[src/rtl/snake_pkg.sv]
// Shared definitions for the snake direction controller.
// Provides the one-hot direction encoding, its type, and a helper that
// returns the opposite of a direction (left<->right, up<->down).
package snake_pkg;

  typedef logic [3:0] dir_t;

  localparam dir_t DIR_NONE  = 4'b0000;
  localparam dir_t DIR_LEFT  = 4'b0001;
  localparam dir_t DIR_RIGHT = 4'b0010;
  localparam dir_t DIR_UP    = 4'b0100;
  localparam dir_t DIR_DOWN  = 4'b1000;

  // Opposite of a single direction; anything else (incl. stopped) maps to stopped.
  function automatic dir_t dir_opposite(dir_t dir);
    dir_t opp;
    case (dir)
      DIR_LEFT:  opp = DIR_RIGHT;
      DIR_RIGHT: opp = DIR_LEFT;
      DIR_UP:    opp = DIR_DOWN;
      DIR_DOWN:  opp = DIR_UP;
      default:   opp = DIR_NONE;
    endcase
    return opp;
  endfunction

endpackage

[src/rtl/btn_debounce.sv]
// Single-button conditioner: 2-flop synchroniser, debounce counter and
// rising-edge press detector.
// Ports:
//   clk   - system clock
//   reset - synchronous, active-high reset
//   raw   - raw button level, asynchronous to clk
//   press - one-cycle pulse on each debounced rising edge (release gives nothing)
module btn_debounce #(
  parameter int unsigned DEBOUNCE_CYCLES = 16
) (
  input  logic clk,
  input  logic reset,
  input  logic raw,
  output logic press
);

  localparam int unsigned CntW = (DEBOUNCE_CYCLES > 1) ? $clog2(DEBOUNCE_CYCLES) : 1;
  localparam logic [CntW-1:0] CntLast = CntW'(DEBOUNCE_CYCLES - 1);

  logic            meta_q, sync_q;
  logic            stable_q, stable_d;
  logic            prev_q;
  logic [CntW-1:0] cnt_q, cnt_d;

  // The counter tracks how long the synchronised level has disagreed with
  // the stable level; any agreement restarts the count.
  always_comb begin
    stable_d = stable_q;
    cnt_d    = '0;
    if (sync_q != stable_q) begin
      if (cnt_q == CntLast) begin
        stable_d = ~stable_q;
      end else begin
        cnt_d = cnt_q + 1'b1;
      end
    end
  end

  always_ff @(posedge clk) begin
    if (reset) begin
      meta_q   <= 1'b0;
      sync_q   <= 1'b0;
      stable_q <= 1'b0;
      prev_q   <= 1'b0;
      cnt_q    <= '0;
    end else begin
      meta_q   <= raw;
      sync_q   <= meta_q;
      stable_q <= stable_d;
      prev_q   <= stable_q;
      cnt_q    <= cnt_d;
    end
  end

  assign press = stable_q & ~prev_q;

endmodule

[src/rtl/snake_dir_ctrl.sv]
// Snake direction controller: conditions the four direction buttons, filters
// duplicate/reversing turns and queues accepted turns so that one is applied
// per game move tick.
// Ports:
//   clk           - system clock
//   reset         - synchronous, active-high reset
//   l, r, u, d    - raw direction buttons, asynchronous to clk
//   move_tick     - one-cycle pulse, snake advances this cycle
//   direction     - current one-hot direction (0000 = stopped)
//   moving        - registered (direction != 0000)
//   pending_count - number of queued turns
//   turn_dropped  - one-cycle pulse when a press is rejected
module snake_dir_ctrl
  import snake_pkg::*;
#(
  parameter int unsigned DEBOUNCE_CYCLES = 16,
  parameter int unsigned QUEUE_DEPTH     = 2,
  parameter bit          ALLOW_REVERSE   = 1'b0
) (
  input  logic                                 clk,
  input  logic                                 reset,
  input  logic                                 l,
  input  logic                                 r,
  input  logic                                 u,
  input  logic                                 d,
  input  logic                                 move_tick,
  output logic [3:0]                           direction,
  output logic                                 moving,
  output logic [$clog2(QUEUE_DEPTH+1)-1:0]     pending_count,
  output logic                                 turn_dropped
);

  localparam int unsigned CntW = $clog2(QUEUE_DEPTH + 1);
  localparam int unsigned PtrW = (QUEUE_DEPTH > 1) ? $clog2(QUEUE_DEPTH) : 1;
  localparam logic [CntW-1:0] FullCount = CntW'(QUEUE_DEPTH);
  localparam logic [PtrW-1:0] PtrLast   = PtrW'(QUEUE_DEPTH - 1);

  // Button conditioning; bit order matches the one-hot direction encoding.
  logic [3:0] press;

  btn_debounce #(.DEBOUNCE_CYCLES(DEBOUNCE_CYCLES)) u_deb_l (
    .clk   (clk),
    .reset (reset),
    .raw   (l),
    .press (press[0])
  );

  btn_debounce #(.DEBOUNCE_CYCLES(DEBOUNCE_CYCLES)) u_deb_r (
    .clk   (clk),
    .reset (reset),
    .raw   (r),
    .press (press[1])
  );

  btn_debounce #(.DEBOUNCE_CYCLES(DEBOUNCE_CYCLES)) u_deb_u (
    .clk   (clk),
    .reset (reset),
    .raw   (u),
    .press (press[2])
  );

  btn_debounce #(.DEBOUNCE_CYCLES(DEBOUNCE_CYCLES)) u_deb_d (
    .clk   (clk),
    .reset (reset),
    .raw   (d),
    .press (press[3])
  );

  // State
  dir_t            fifo_q [QUEUE_DEPTH];
  logic [PtrW-1:0] wr_ptr_q, wr_ptr_d;
  logic [PtrW-1:0] rd_ptr_q, rd_ptr_d;
  logic [CntW-1:0] count_q, count_d;
  dir_t            dir_q, dir_d;
  logic            moving_q;
  logic            dropped_q;

  // Decision signals
  dir_t            cand;
  dir_t            ref_dir;
  logic [PtrW-1:0] tail_ptr;
  logic            full;
  logic            reject;
  logic            push;
  logic            pop;
  logic            drop;

  function automatic logic [PtrW-1:0] ptr_inc(logic [PtrW-1:0] ptr);
    return (ptr == PtrLast) ? '0 : ptr + 1'b1;
  endfunction

  // Only the highest-priority simultaneous press is considered (l > r > u > d).
  always_comb begin
    cand = DIR_NONE;
    if (press[0]) begin
      cand = DIR_LEFT;
    end else if (press[1]) begin
      cand = DIR_RIGHT;
    end else if (press[2]) begin
      cand = DIR_UP;
    end else if (press[3]) begin
      cand = DIR_DOWN;
    end
  end

  // New turns are judged against the last queued turn, or the live direction
  // when nothing is queued, so a double-tap is checked against its predecessor.
  always_comb begin
    tail_ptr = (wr_ptr_q == '0) ? PtrLast : wr_ptr_q - 1'b1;
    ref_dir  = (count_q != '0) ? fifo_q[tail_ptr] : dir_q;
    full     = (count_q == FullCount);
    pop      = move_tick && (count_q != '0);
    reject   = (cand == ref_dir) ||
               (!ALLOW_REVERSE && (cand == dir_opposite(ref_dir))) ||
               (full && !move_tick);
    push     = (cand != DIR_NONE) && !reject;
    drop     = (cand != DIR_NONE) && reject;
  end

  always_comb begin
    dir_d    = dir_q;
    rd_ptr_d = rd_ptr_q;
    wr_ptr_d = wr_ptr_q;
    count_d  = count_q;
    if (pop) begin
      dir_d    = fifo_q[rd_ptr_q];
      rd_ptr_d = ptr_inc(rd_ptr_q);
    end
    if (push) begin
      wr_ptr_d = ptr_inc(wr_ptr_q);
    end
    unique case ({push, pop})
      2'b10:   count_d = count_q + 1'b1;
      2'b01:   count_d = count_q - 1'b1;
      default: count_d = count_q;
    endcase
  end

  always_ff @(posedge clk) begin
    if (reset) begin
      wr_ptr_q  <= '0;
      rd_ptr_q  <= '0;
      count_q   <= '0;
      dir_q     <= DIR_NONE;
      moving_q  <= 1'b0;
      dropped_q <= 1'b0;
    end else begin
      wr_ptr_q  <= wr_ptr_d;
      rd_ptr_q  <= rd_ptr_d;
      count_q   <= count_d;
      dir_q     <= dir_d;
      moving_q  <= (dir_d != DIR_NONE);
      dropped_q <= drop;
    end
  end

  // Entry storage needs no reset: entries are only read while counted valid.
  always_ff @(posedge clk) begin
    if (!reset && push) begin
      fifo_q[wr_ptr_q] <= cand;
    end
  end

  assign direction     = dir_q;
  assign moving        = moving_q;
  assign pending_count = count_q;
  assign turn_dropped  = dropped_q;

endmodule

[config.mk]
export PLATFORM = sky130hd
export DESIGN_NAME = snake_dir_ctrl
export DESIGN_NICKNAME = d
export VERILOG_FILES = /design/src/rtl/snake_pkg.sv /design/src/rtl/btn_debounce.sv /design/src/rtl/snake_dir_ctrl.sv
export SDC_FILE = /design/constraint.sdc
export NUM_CORES = 1
export LEC_CHECK = 0
export CAP_MARGIN = 20
export CORE_AREA = 8 8 80 82
export DETAILED_ROUTE_END_ITERATION = 8
export DIE_AREA = 0 0 88 90
export PLACE_DENSITY_LB_ADDON = 0.15
export SLEW_MARGIN = 30
export SYNTH_ARGS = -nofsm -noshare
export SYNTH_HDL_FRONTEND = slang
export SYNTH_HIERARCHICAL = 1
export SYNTH_SLANG_ARGS = --single-unit
[constraint.sdc]
create_clock -name clk -period 2.95 [get_ports clk]
set_input_delay 0.59 -clock clk [delete_from_list [all_inputs] [get_ports clk]]
set_output_delay 0.59 -clock clk [all_outputs]
set_load 0.01 [all_outputs]
==> results by group, run 1 <==
Die
  – Die Span Y: 90 um
  – Row count: 27
  – Starting Density: 42.2%
  – Core area: 5240 um^2
  – Horiz. Die Dim: 88 um
  – I/O pins: 15
  – Area of the die: 7920 um^2

Route
  – Routed length per placed instance: 12.4 um
  – Vias post-DR: 1,415
  – Initial drt markers: 47
  – Number of antenna-violating nets in the routed design: 0
  – DRC violation count after routing: 0
  – Via-per-instance ratio: 4.80
  – Post-Route WL: 3.67 mm
  – Detailed-router iteration count before antenna repair: 4

Power
  – Leakage dissipation: 0.000946 uW
  – Internal Power: 891 uW
  – Combinational share of power: 2.5%
  – Switching fraction of total power: 21.4%
  – Portion of total power attributed to the clock network: 34.6%
  – IR drop worst, VDD: 0.000243 V
  – Net switching power of the design: 243 uW
  – Power per standard cell area: 443 nW/um^2
  – Register share of total power: 62.9%

Logic synthesis
  – Synth top area share: 39.0%
  – Portion of the post-synthesis area used by sequential elements: 49.9%
  – Number of enable flip-flop cells after synthesis: 8
  – Number of unique standard cell types used by synthesis: 41
  – Total of flip-flops plus latches after synthesis: 51
  – Post-synthesis instance area: 2210 um^2
  – Number of warning messages in the yosys log: 6
  – Number of instances in the synthesized netlist: 198
  – Proportion of register bits with asynchronous set or reset after synthesis: 0%
  – Largest cells by area after synthesis: dfxtp_1 (39%), edfxtp_1 (11%), nor2_1 (5.8%), nor2b_1 (5.1%), xor2_1 (4.4%)
  – Mapped Nets: 210
  – Primary FF master, synth: dfxtp_1
  – Leading area contributor after synthesis: dfxtp_1
  – Mean post-synth cell area: 11.1 um^2

Worst hold path
  – Min-Delay Path Class: flip-flop to flip-flop

GRT
  – Global-route usage over all layers: 10.6%
  – Global-route wire length before repair: 6.68 mm
  – Number of global-route vias before repair: 1,506
  – Largest net degree at the start of global routing: 21
  – Antenna violations before repair: 0
  – GRT overflow: 0

Critical path
  – Worst setup EP type: flip-flop
  – Type of the worst setup path: flip-flop to flip-flop
  – Highest fanout seen on the critical path: 8
  – Element type at the critical path start: flip-flop
  – Required time of the critical path: 3.19 ns
  – Signal arrival time at the worst endpoint: 2.95 ns

Place
  – PortBufs: 14
  – Final GP Congestion: 0.788
  – Placed Instance Area: 2470 um^2
  – Total half-perimeter wirelength after legalization and detailed placement: 2.87 mm

STA
  – Max Clock Skew: 0.00823 ns
  – Final Hold Violating Endpoints: 0
  – Remaining max-slew budget at the tightest pin: 66.1%
  – Count of endpoints failing setup in the final report: 0
  – Worst Max-Slew Pin Slew: 0.507 ns
  – Highest achievable clock rate: 369 MHz
  – Final Critical Period: 2.71 ns
  – Max-slew violations: 0
  – Portion of the clock cycle consumed by the worst path in the final layout: 91.8%
  – Unrepaired setup endpoints after global routing: no
  – Post-route setup TNS: 0 ns

CTS
  – Insertion delay of the later-clocked pin in the worst-skew pair: 0.30 ns
  – Buffer levels on the longest clock path: 2
  – CTS tree: done
  – Number of sinks driven by the clock tree: 51
  – Number of buffers added for setup after CTS: 0
  – TritonCTS Buffers: 5
  – Number of H-tree branching levels: 2
  – Clk slew on worst S/H paths: 0.09 ns
  – Count of instances resized after the clock tree is built: 0
  – Count of hold-fix buffers inserted at cts: 0
  – Clock Tree Root: clkbuf_8

Cells and area
  – Number of diodes: 0
  – Final Net Count: 234
  – Fraction of final layout cells with drive strength greater than 1: 18.4%
  – Most common cell after layout, fill and taps aside: dfxtp_1
  – Highest-count cells in the layout ignoring fill and taps: dfxtp_1 (42), nor2_1 (34), nor2b_1 (18)
  – Fill cells: 481
  – Area Growth Syn to Fin: 15.8%
  – Finished Cell Area: 2560 um^2

Status
  – Result of the run: finished clean

Run
  – Count of maximum capacitance violations: 0
Yosys cell counts, types with 2 or more instances:
master and instances:
and3b_1 3, xnor2_1 9, ha_1 5, nand3_1 5
xor2_1 11, o21ai_1 2, dfxtp_1 43, mux2i_2 4
nor4b_2 2, nor2_1 34, inv_1 5, a21oi_1 6
mux2_4 4, mux2i_1 8, and3_4 4, edfxtp_1 8
or3_4 4, nor2b_1 18
metal layers:
| metal | GRT usage [%] | vias to the layer above | part of all wire, % |
|---|---|---|---|
| li1 | - | 719 | - |
| met2 | 18.5 | 21 | 51 |
| met3 | 3.64 | 6 | 4.4 |
| met1 | 11.4 | 669 | 43 |
| met5 | 0 | - | 0 |
| met4 | 3.87 | 0 | 1.7 |
power groups by stage:
stage,sequential (uW),combinational [uW],clock (uW)
global route,714,32.3,441
CTS,713,28.9,408
finish,713,28.2,392
global placement,729,28.2,0
detailed placement,729,28.7,0
floorplan,728,12.3,0
final cells by class:
class                      instances  area (um^2)  share of cell area [%]
inverter                           5         18.8                   0.734
tap                               72         90.1                    3.52
sequential                        51         1100                    43.1
timing repair buffer              21          193                    7.54
multi-input combinational        138         1060                    41.6
clock inverter                     3         20.0                   0.783
clock buffer                       5         68.8                    2.69
worst max-delay path: stages, from the launching register on:
cell and delay [ns]:
dfxtp_2 0.44, mux2_4 0.32, mux2i_2 0.35, xor2_1 0.12
a211o_2 0.35, a22o_4 0.23, nand3_4 0.07, ha_1 0.26
or3_1 0.35, a21oi_1 0.14
stage by stage:
stage               setup slack (ns)  hold WS, ns  cells  util, %  power, uW
global placement               0.254        0.422    287     47.1        757
CTS                            0.128        0.448    295     48.8       1150
global route                  0.0593        0.470    295     48.8       1190
finish                         0.241        0.443    295     48.8       1130
detailed placement             0.147        0.427    287     47.1        758
floorplan                      0.408        0.414    198        -        741
cells by family after synthesis:
family,Yosys count,synth area share [%]
AOI/OAI and AO/OA,16,5.39
xor gates and xnor gates,20,7.94
adders and majority gates,5,2.83
buffers and inverters,9,1.93
DFF,51,49.9
muxes,17,9.35
and+or+nand+nor,80,22.7
flip-flops by register name, summed over array words and instances (netlist names), 2 cells and up, named ones only:
signal and flops:
fifo_q 8, direction 4, u_deb_d/cnt_q 4, u_deb_l/cnt_q 4, u_deb_r/cnt_q 4, u_deb_u/cnt_q 4, pending_count 2
final timing paths:
path                                  start                             to  slack (ns)  cells past startpoint
hold reg to reg   u_deb_r/meta_q$_SDFF_PP0_      u_deb_r/sync_q$_SDFF_PP0_        0.44                      1
hold / removal    u_deb_r/meta_q$_SDFF_PP0_      u_deb_r/sync_q$_SDFF_PP0_        0.44                      1
setup reg to reg      wr_ptr_q$_SDFFE_PP0P_  pending_count[1]$_SDFFE_PP0P_        0.24                      9
setup / recovery      wr_ptr_q$_SDFFE_PP0P_  pending_count[1]$_SDFFE_PP0P_        0.24                      9
No activity file was read; power rests on OpenSTA's default activity.
==> inputs of run 2 (changes only) <==
--- a/config.mk
+++ b/config.mk
@@ -9,6 +9,7 @@
 export CORE_AREA = 8 8 80 82
 export DETAILED_ROUTE_END_ITERATION = 8
 export DIE_AREA = 0 0 88 90
+export DONT_BUFFER_PORTS = 1
 export PLACE_DENSITY_LB_ADDON = 0.15
 export SLEW_MARGIN = 30
 export SYNTH_ARGS = -nofsm -noshare
==> run 2 against run 1 <==
Against the previous run:
- global-route usage is 0.086 points higher
- maximum frequency is 0.47% lower
- highest routed layer unchanged
- final cell count is 5.1% lower
- largest cell class unchanged
- critical path depth stayed put
- largest power group unchanged
==> results by group, run 2 (same netlist as run 1, synthesis figures left out) <==
Cells and area
  – Number of diodes: 0 (unchanged)
  – Fill cells: 497 (was 481)
  – Fraction of final layout cells with drive strength greater than 1: 18.8% (was 18.4%)
  – Highest-count cells in the layout ignoring fill and taps: dfxtp_1 (42), nor2_1 (34), nor2b_1 (18) (unchanged)
  – Finished Cell Area: 2430 um^2 (was 2560 um^2)
  – Largest reg by FF count: fifo_q (unchanged)
  – Area Growth Syn to Fin: 9.98% (was 15.8%)
  – Most common cell after layout, fill and taps aside: dfxtp_1 (unchanged)
  – Final Non-Filler Cells: 280 (was 295)
  – Final Net Count: 219 (was 234)
  – Largest register FFs: 8 (unchanged)
  – Post-route core utilization: 46.4% (was 48.8%)

STA
  – Max-slew violations: 0 (unchanged)
  – Post-route setup TNS: 0 ns (unchanged)
  – Final Hold Violating Endpoints: 0 (unchanged)
  – Final Critical Period: 2.72 ns (was 2.71 ns)
  – Max Clock Skew: 0.00696 ns (was 0.00823 ns)
  – Remaining max-slew budget at the tightest pin: 61.5% (was 66.1%)
  – Worst Max-Slew Pin Slew: 0.576 ns (was 0.507 ns)
  – Unrepaired setup endpoints after global routing: no (unchanged)
  – Portion of the clock cycle consumed by the worst path in the final layout: 92.3% (was 91.8%)
  – Final worst hold slack: 0.353 ns (was 0.443 ns)
  – Highest achievable clock rate: 367 MHz (was 369 MHz)
  – Count of endpoints failing setup in the final report: 0 (unchanged)

Place
  – PortBufs: 0 (was 14)
  – Cells after DPL: 272 (was 287)
  – Final GP Congestion: 0.844 (was 0.788)
  – Placed Instance Area: 2320 um^2 (was 2470 um^2)
  – Total half-perimeter wirelength after legalization and detailed placement: 2.88 mm (was 2.87 mm)

GRT
  – Number of global-route vias before repair: 1,438 (was 1,506)
  – Largest net degree at the start of global routing: 35 (was 21)
  – GRT overflow: 0 (unchanged)
  – Global-route usage over all layers: 10.7% (was 10.6%)
  – Global-route wire length before repair: 6.56 mm (was 6.68 mm)
  – Antenna violations before repair: 0 (unchanged)

Route
  – Detailed-router iteration count before antenna repair: 4 (unchanged)
  – DRC violation count after routing: 0 (unchanged)
  – Via-per-instance ratio: 4.86 (was 4.80)
  – Post-Route WL: 3.83 mm (was 3.67 mm)
  – Vias post-DR: 1,362 (was 1,415)
  – Routed length per placed instance: 13.7 um (was 12.4 um)
  – Number of antenna-violating nets in the routed design: 0 (unchanged)
  – Initial drt markers: 46 (was 47)

Power
  – IR drop worst, VDD: 0.000234 V (was 0.000243 V)
  – Portion of total power attributed to the clock network: 38.9% (was 34.6%)
  – Power per standard cell area: 489 nW/um^2 (was 443 nW/um^2)
  – Register share of total power: 60.1% (was 62.9%)
  – Internal Power: 965 uW (was 891 uW)
  – Leakage dissipation: 0.000907 uW (was 0.000946 uW)
  – Combinational share of power: 1.0% (was 2.5%)
  – Net switching power of the design: 221 uW (was 243 uW)
  – Switching fraction of total power: 18.7% (was 21.4%)

Die
  – Row count: 27 (unchanged)
  – I/O pins: 15 (unchanged)
  – Horiz. Die Dim: 88 um (unchanged)
  – Core area: 5240 um^2 (unchanged)
  – Die Span Y: 90 um (unchanged)
  – Starting Density: 42.2% (unchanged)
  – Area of the die: 7920 um^2 (unchanged)

Run
  – Count of maximum capacitance violations: 0 (unchanged)

CTS
  – Number of sinks driven by the clock tree: 51 (unchanged)
  – CTS tree: done (unchanged)
  – Clock Tree Root: clkbuf_8 (unchanged)
  – Number of H-tree branching levels: 2 (unchanged)
  – Clk slew on worst S/H paths: 0.09 ns (about the same)
  – Insertion delay of the later-clocked pin in the worst-skew pair: 0.30 ns (about the same)
  – TritonCTS Buffers: 5 (unchanged)
  – Buffer levels on the longest clock path: 2 (unchanged)
  – Count of hold-fix buffers inserted at cts: 0 (unchanged)

Critical path
  – Worst setup EP type: flip-flop (unchanged)
  – Element type at the critical path start: flip-flop (unchanged)
  – Required time of the critical path: 3.18 ns (was 3.19 ns)
  – Type of the worst setup path: flip-flop to flip-flop (unchanged)
  – Signal arrival time at the worst endpoint: 2.95 ns (about the same)
  – Highest fanout seen on the critical path: 8 (unchanged)

Status
  – Result of the run: finished clean (unchanged)

Worst hold path
  – Min-Delay Path Class: input pin to flip-flop (was flip-flop to flip-flop)
run 2: cell count changes in the layout (fill, tap and decap cells not counted):
cell             before  now
clkinvlp_4            2    0
clkdlybuf4s50_1      14    0
clkinv_1              0    1
buf_4                 7    6
bufinv_16             0    1
run 2: final timing paths:
path	to	slack (ns)	cells after the start	from
worst min register to register	u_deb_u/sync_q$_SDFF_PP0_	0.44	1	u_deb_u/meta_q$_SDFF_PP0_
worst max-delay path	pending_count[1]$_SDFFE_PP0P_	0.23	9	wr_ptr_q$_SDFFE_PP0P_
worst max register to register	pending_count[1]$_SDFFE_PP0P_	0.23	9	wr_ptr_q$_SDFFE_PP0P_
worst min-delay path	u_deb_u/sync_q$_SDFF_PP0_	0.35	1	reset
run 2: power groups by stage:
stage               combinational [uW]  sequential, uW  clock [uW]
CTS                               12.2             713         478
global route                      13.4             714         519
finish                            12.0             713         462
floorplan                         12.3             728           0
detailed placement                12.2             729           0
global placement                  11.4             729           0
run 2: metal layers:
metal | up-vias | share of wire (%) | track usage (%)
met5 | - | 0 | 0
met4 | 0 | 2.7 | 5.31
met3 | 10 | 4.2 | 3.91
met2 | 21 | 53 | 19.3
met1 | 641 | 40 | 10.2
li1 | 690 | - | -
run 2: timing repair:
action                     in CTS  in global routing
gates resized for setup         0                  1
setup endpoints to repair       0                  1
buffers inserted                0                  0
run 2: worst max-delay path: stages, from the launching register on:
cell and delay, ns:
dfxtp_2 0.43, mux2_4 0.32, mux2i_2 0.36, xor2_1 0.12, a211o_2 0.35, a22o_4 0.24, nand3_4 0.07, ha_1 0.27
or3_1 0.35, a21oi_1 0.15
run 2: area by class of cell:
type	count	area [um^2]	share of cell area [%]
clock buffer	5	68.8	2.84
clock inverter	3	38.8	1.60
inverter	5	18.8	0.773
multi-input combinational	138	1060	43.8
sequential	51	1100	45.4
tap	72	90.1	3.71
timing repair buffer	6	45.0	1.86
run 2: per-stage QoR:
step / worst slack (ns) / total power [uW]
finish: 0.228 / 1190
global route: 0.0549 / 1250
CTS: 0.106 / 1200
detailed placement: 0.150 / 741
global placement: 0.243 / 740
floorplan: 0.408 / 741
==> inputs of run 3 (changes only) <==
--- a/config.mk
+++ b/config.mk
@@ -6,11 +6,14 @@
 export NUM_CORES = 1
 export LEC_CHECK = 0
 export CAP_MARGIN = 20
+export CELL_PAD_IN_SITES_DETAIL_PLACEMENT = 1
+export CELL_PAD_IN_SITES_GLOBAL_PLACEMENT = 1
 export CORE_AREA = 8 8 80 82
 export DETAILED_ROUTE_END_ITERATION = 8
 export DIE_AREA = 0 0 88 90
 export DONT_BUFFER_PORTS = 1
 export PLACE_DENSITY_LB_ADDON = 0.15
+export SKIP_LAST_GASP = 1
 export SLEW_MARGIN = 30
 export SYNTH_ARGS = -nofsm -noshare
 export SYNTH_HDL_FRONTEND = slang
==> run 3 against run 2 <==
Against the previous run:
- final cell count fell by 0.36%
- wire length rose by 9.8%
- worst setup slack got worse by 0.070 ns
- critical path depth did not move
- clock-buffer cell count rose by 1
- first-iteration DRC count fell by 37%
- clock skew fell by 0.0021 ns
- critical path type unchanged
- highest routed layer unchanged
==> results by group, run 3 (same netlist as run 1, synthesis figures left out) <==
Status
  – Result of the run: finished clean (unchanged)

GRT
  – Global-route usage over all layers: 11.6% (was 10.7%)
  – GRT overflow: 0 (unchanged)
  – Number of global-route vias before repair: 1,547 (was 1,438)
  – Global-route wire length before repair: 7.24 mm (was 6.56 mm)
  – Largest net degree at the start of global routing: 35 (unchanged)
  – Antenna violations before repair: 0 (unchanged)

Die
  – I/O pins: 15 (unchanged)
  – Area of the die: 7920 um^2 (unchanged)
  – Die Span Y: 90 um (unchanged)
  – Row count: 27 (unchanged)
  – Core area: 5240 um^2 (unchanged)
  – Horiz. Die Dim: 88 um (unchanged)
  – Starting Density: 42.2% (unchanged)

Cells and area
  – Largest register FFs: 8 (unchanged)
  – Most common cell after layout, fill and taps aside: dfxtp_1 (unchanged)
  – Largest reg by FF count: fifo_q (unchanged)
  – Area Growth Syn to Fin: 9.01% (was 9.98%)
  – Highest-count cells in the layout ignoring fill and taps: dfxtp_1 (42), nor2_1 (34), nor2b_1 (18) (unchanged)
  – Fraction of final layout cells with drive strength greater than 1: 18.4% (was 18.8%)
  – Number of diodes: 0 (unchanged)
  – Final Net Count: 218 (was 219)

Worst hold path
  – Min-Delay Path Class: input pin to flip-flop (unchanged)
  – Cell depth of the worst min-delay path: 1 (unchanged)

STA
  – Unrepaired setup endpoints after global routing: no (unchanged)
  – Max-slew violations: 0 (unchanged)
  – Final Critical Period: 2.79 ns (was 2.72 ns)
  – Highest achievable clock rate: 358 MHz (was 367 MHz)
  – Post-route setup TNS: 0 ns (unchanged)
  – Worst Max-Slew Pin Slew: 0.715 ns (was 0.576 ns)
  – Portion of the clock cycle consumed by the worst path in the final layout: 94.6% (was 92.3%)
  – Final Hold Violating Endpoints: 0 (unchanged)
  – Remaining max-slew budget at the tightest pin: 52.0% (was 61.5%)
  – Max Clock Skew: 0.00483 ns (was 0.00696 ns)
  – Count of endpoints failing setup in the final report: 0 (unchanged)

Place
  – Total half-perimeter wirelength after legalization and detailed placement: 3.20 mm (was 2.88 mm)
  – Final GP Congestion: 0.850 (was 0.844)
  – PortBufs: 0 (unchanged)

Critical path
  – Worst setup EP type: flip-flop (unchanged)
  – Worst setup slack for register-to-register paths: 0.16 ns (was 0.23 ns)
  – Critical path, cell by cell: nor2_8 > mux2i_2 > xor2_1 > a211o_2 > a22o_4 > nand3_4 > ha_1 > or3_1 > a21oi_1 (was mux2_4 > mux2i_2 > xor2_1 > a211o_2 > a22o_4 > nand3_4 > ha_1 > or3_1 > a21oi_1)
  – Signal arrival time at the worst endpoint: 3.03 ns (was 2.95 ns)
  – Element type at the critical path start: flip-flop (unchanged)
  – Highest fanout seen on the critical path: 7 (was 8)
  – Startpoint of the most critical setup path: pending_count[1]$_SDFFE_PP0P_ (was wr_ptr_q$_SDFFE_PP0P_)
  – Launch point of the worst reg-to-reg path: pending_count[1]$_SDFFE_PP0P_ (was wr_ptr_q$_SDFFE_PP0P_)
  – Max incr delay on CP: 0.46 ns (was 0.43 ns)
  – Endpoint of the most critical register-to-register path: pending_count[1]$_SDFFE_PP0P_ (unchanged)
  – Type of the worst setup path: flip-flop to flip-flop (unchanged)
  – Slowest cell on crit path: dfxtp_1 (was dfxtp_2)
  – Number of cells on the worst reg-to-reg path: 9 (unchanged)
  – Capture point of the worst path: pending_count[1]$_SDFFE_PP0P_ (unchanged)
  – Required time of the critical path: 3.19 ns (was 3.18 ns)

CTS
  – Clock Tree Root: clkbuf_8 (unchanged)
  – Number of sinks driven by the clock tree: 51 (unchanged)
  – Count of hold-fix buffers inserted at cts: 0 (unchanged)
  – Insertion delay of the later-clocked pin in the worst-skew pair: 0.30 ns (about the same)
  – TritonCTS Buffers: 5 (unchanged)
  – Number of H-tree branching levels: 2 (unchanged)
  – Clk slew on worst S/H paths: 0.09 ns (about the same)
  – CTS tree: done (unchanged)
  – Buffer levels on the longest clock path: 2 (unchanged)

Power
  – Leakage dissipation: 0.000889 uW (was 0.000907 uW)
  – Power per standard cell area: 465 nW/um^2 (was 489 nW/um^2)
  – Overall power after layout: 1120 uW (was 1190 uW)
  – IR drop worst, VDD: 0.000226 V (was 0.000234 V)

Route
  – Via-per-instance ratio: 5.02 (was 4.86)
  – Detailed-router iteration count before antenna repair: 4 (unchanged)
  – Initial drt markers: 29 (was 46)
  – DRC violation count after routing: 0 (unchanged)
  – Routed length per placed instance: 15.1 um (was 13.7 um)
  – Number of antenna-violating nets in the routed design: 0 (unchanged)
  – Post-Route WL: 4.21 mm (was 3.83 mm)
  – Vias post-DR: 1,401 (was 1,362)

Run
  – Count of maximum capacitance violations: 0 (unchanged)
-- run 3: cell count changes in the layout (fill, tap and decap cells not counted), sizes merged --
cell,previous run,this run
clkinvlp,0,1
bufinv,1,0
clkinv,2,1
buf,6,5
clkbuf,5,6
-- run 3: layer usage --
layer  share of wire, %  up-vias  global-route usage (%)
met3                2.7        8                    2.82
met5                  0        -                       0
met2                 55       20                    20.5
met4                1.7        0                    5.16
met1                 41      686                    12.3
li1                   -      687                       -
-- run 3: layout make-up --
class                           instances  area (um^2)
Fill cell                             578         2830
Sequential cell                        51         1100
Multi-Input combinational cell        138         1070
Tap cell                               72         90.1
Clock buffer                            6         72.6
Timing Repair Buffer                    5         37.5
Inverter                                5         18.8
Clock inverter                          2         12.5
-- run 3: worst min-delay path by stage --
| stage | start | end | slack (ns) |
|---|---|---|---|
| floorplan | u_deb_d/meta_q$_SDFF_PP0_ | u_deb_d/sync_q$_SDFF_PP0_ | 0.41 |
| global placement | u_deb_d/meta_q$_SDFF_PP0_ | u_deb_d/sync_q$_SDFF_PP0_ | 0.42 |
| detailed placement | u_deb_l/cnt_q[0]$_SDFF_PP0_ | u_deb_l/cnt_q[0]$_SDFF_PP0_ | 0.44 |
| CTS | reset | u_deb_d/prev_q$_SDFF_PP0_ | 0.34 |
| global route | reset | u_deb_d/meta_q$_SDFF_PP0_ | 0.33 |
| finish | reset | u_deb_l/meta_q$_SDFF_PP0_ | 0.35 |
-- run 3: worst max-delay path, delay by kind of cell (launching register included) --
kind	cells	cell delay, ns
muxes	1	0.44
xor gates and xnor gates	1	0.14
adders and majority gates	1	0.27
AOI/OAI and AO/OA	3	0.74
and+or+nand+nor	3	0.68
DFF	1	0.46
-- run 3: report_power, final --
group	internal (uW)	switching, uW	leakage (uW)	total, uW
logic	7.43	4.75	0.000421	12.2
registers	710	3.29	0.000428	713
clock network	166	227	0.0000412	394
-- run 3: timing repair --
action                     CTS  global route
buffers inserted             0             0
gates resized for setup      0             2
setup endpoints to repair    0             5
-- run 3: metrics by stage --
stage	setup WS [ns]	std cells	utilization [%]	instance area (um^2)	hold slack, ns
after floorplan	0.408	198	-	2210	0.414
after global placement	0.246	271	44.1	2310	0.419
after detailed placement	0.0743	271	44.1	2310	0.438
after CTS	0.0313	279	45.8	2400	0.337
after global routing	0.0428	279	45.9	2410	0.328
final	0.158	279	45.9	2410	0.355
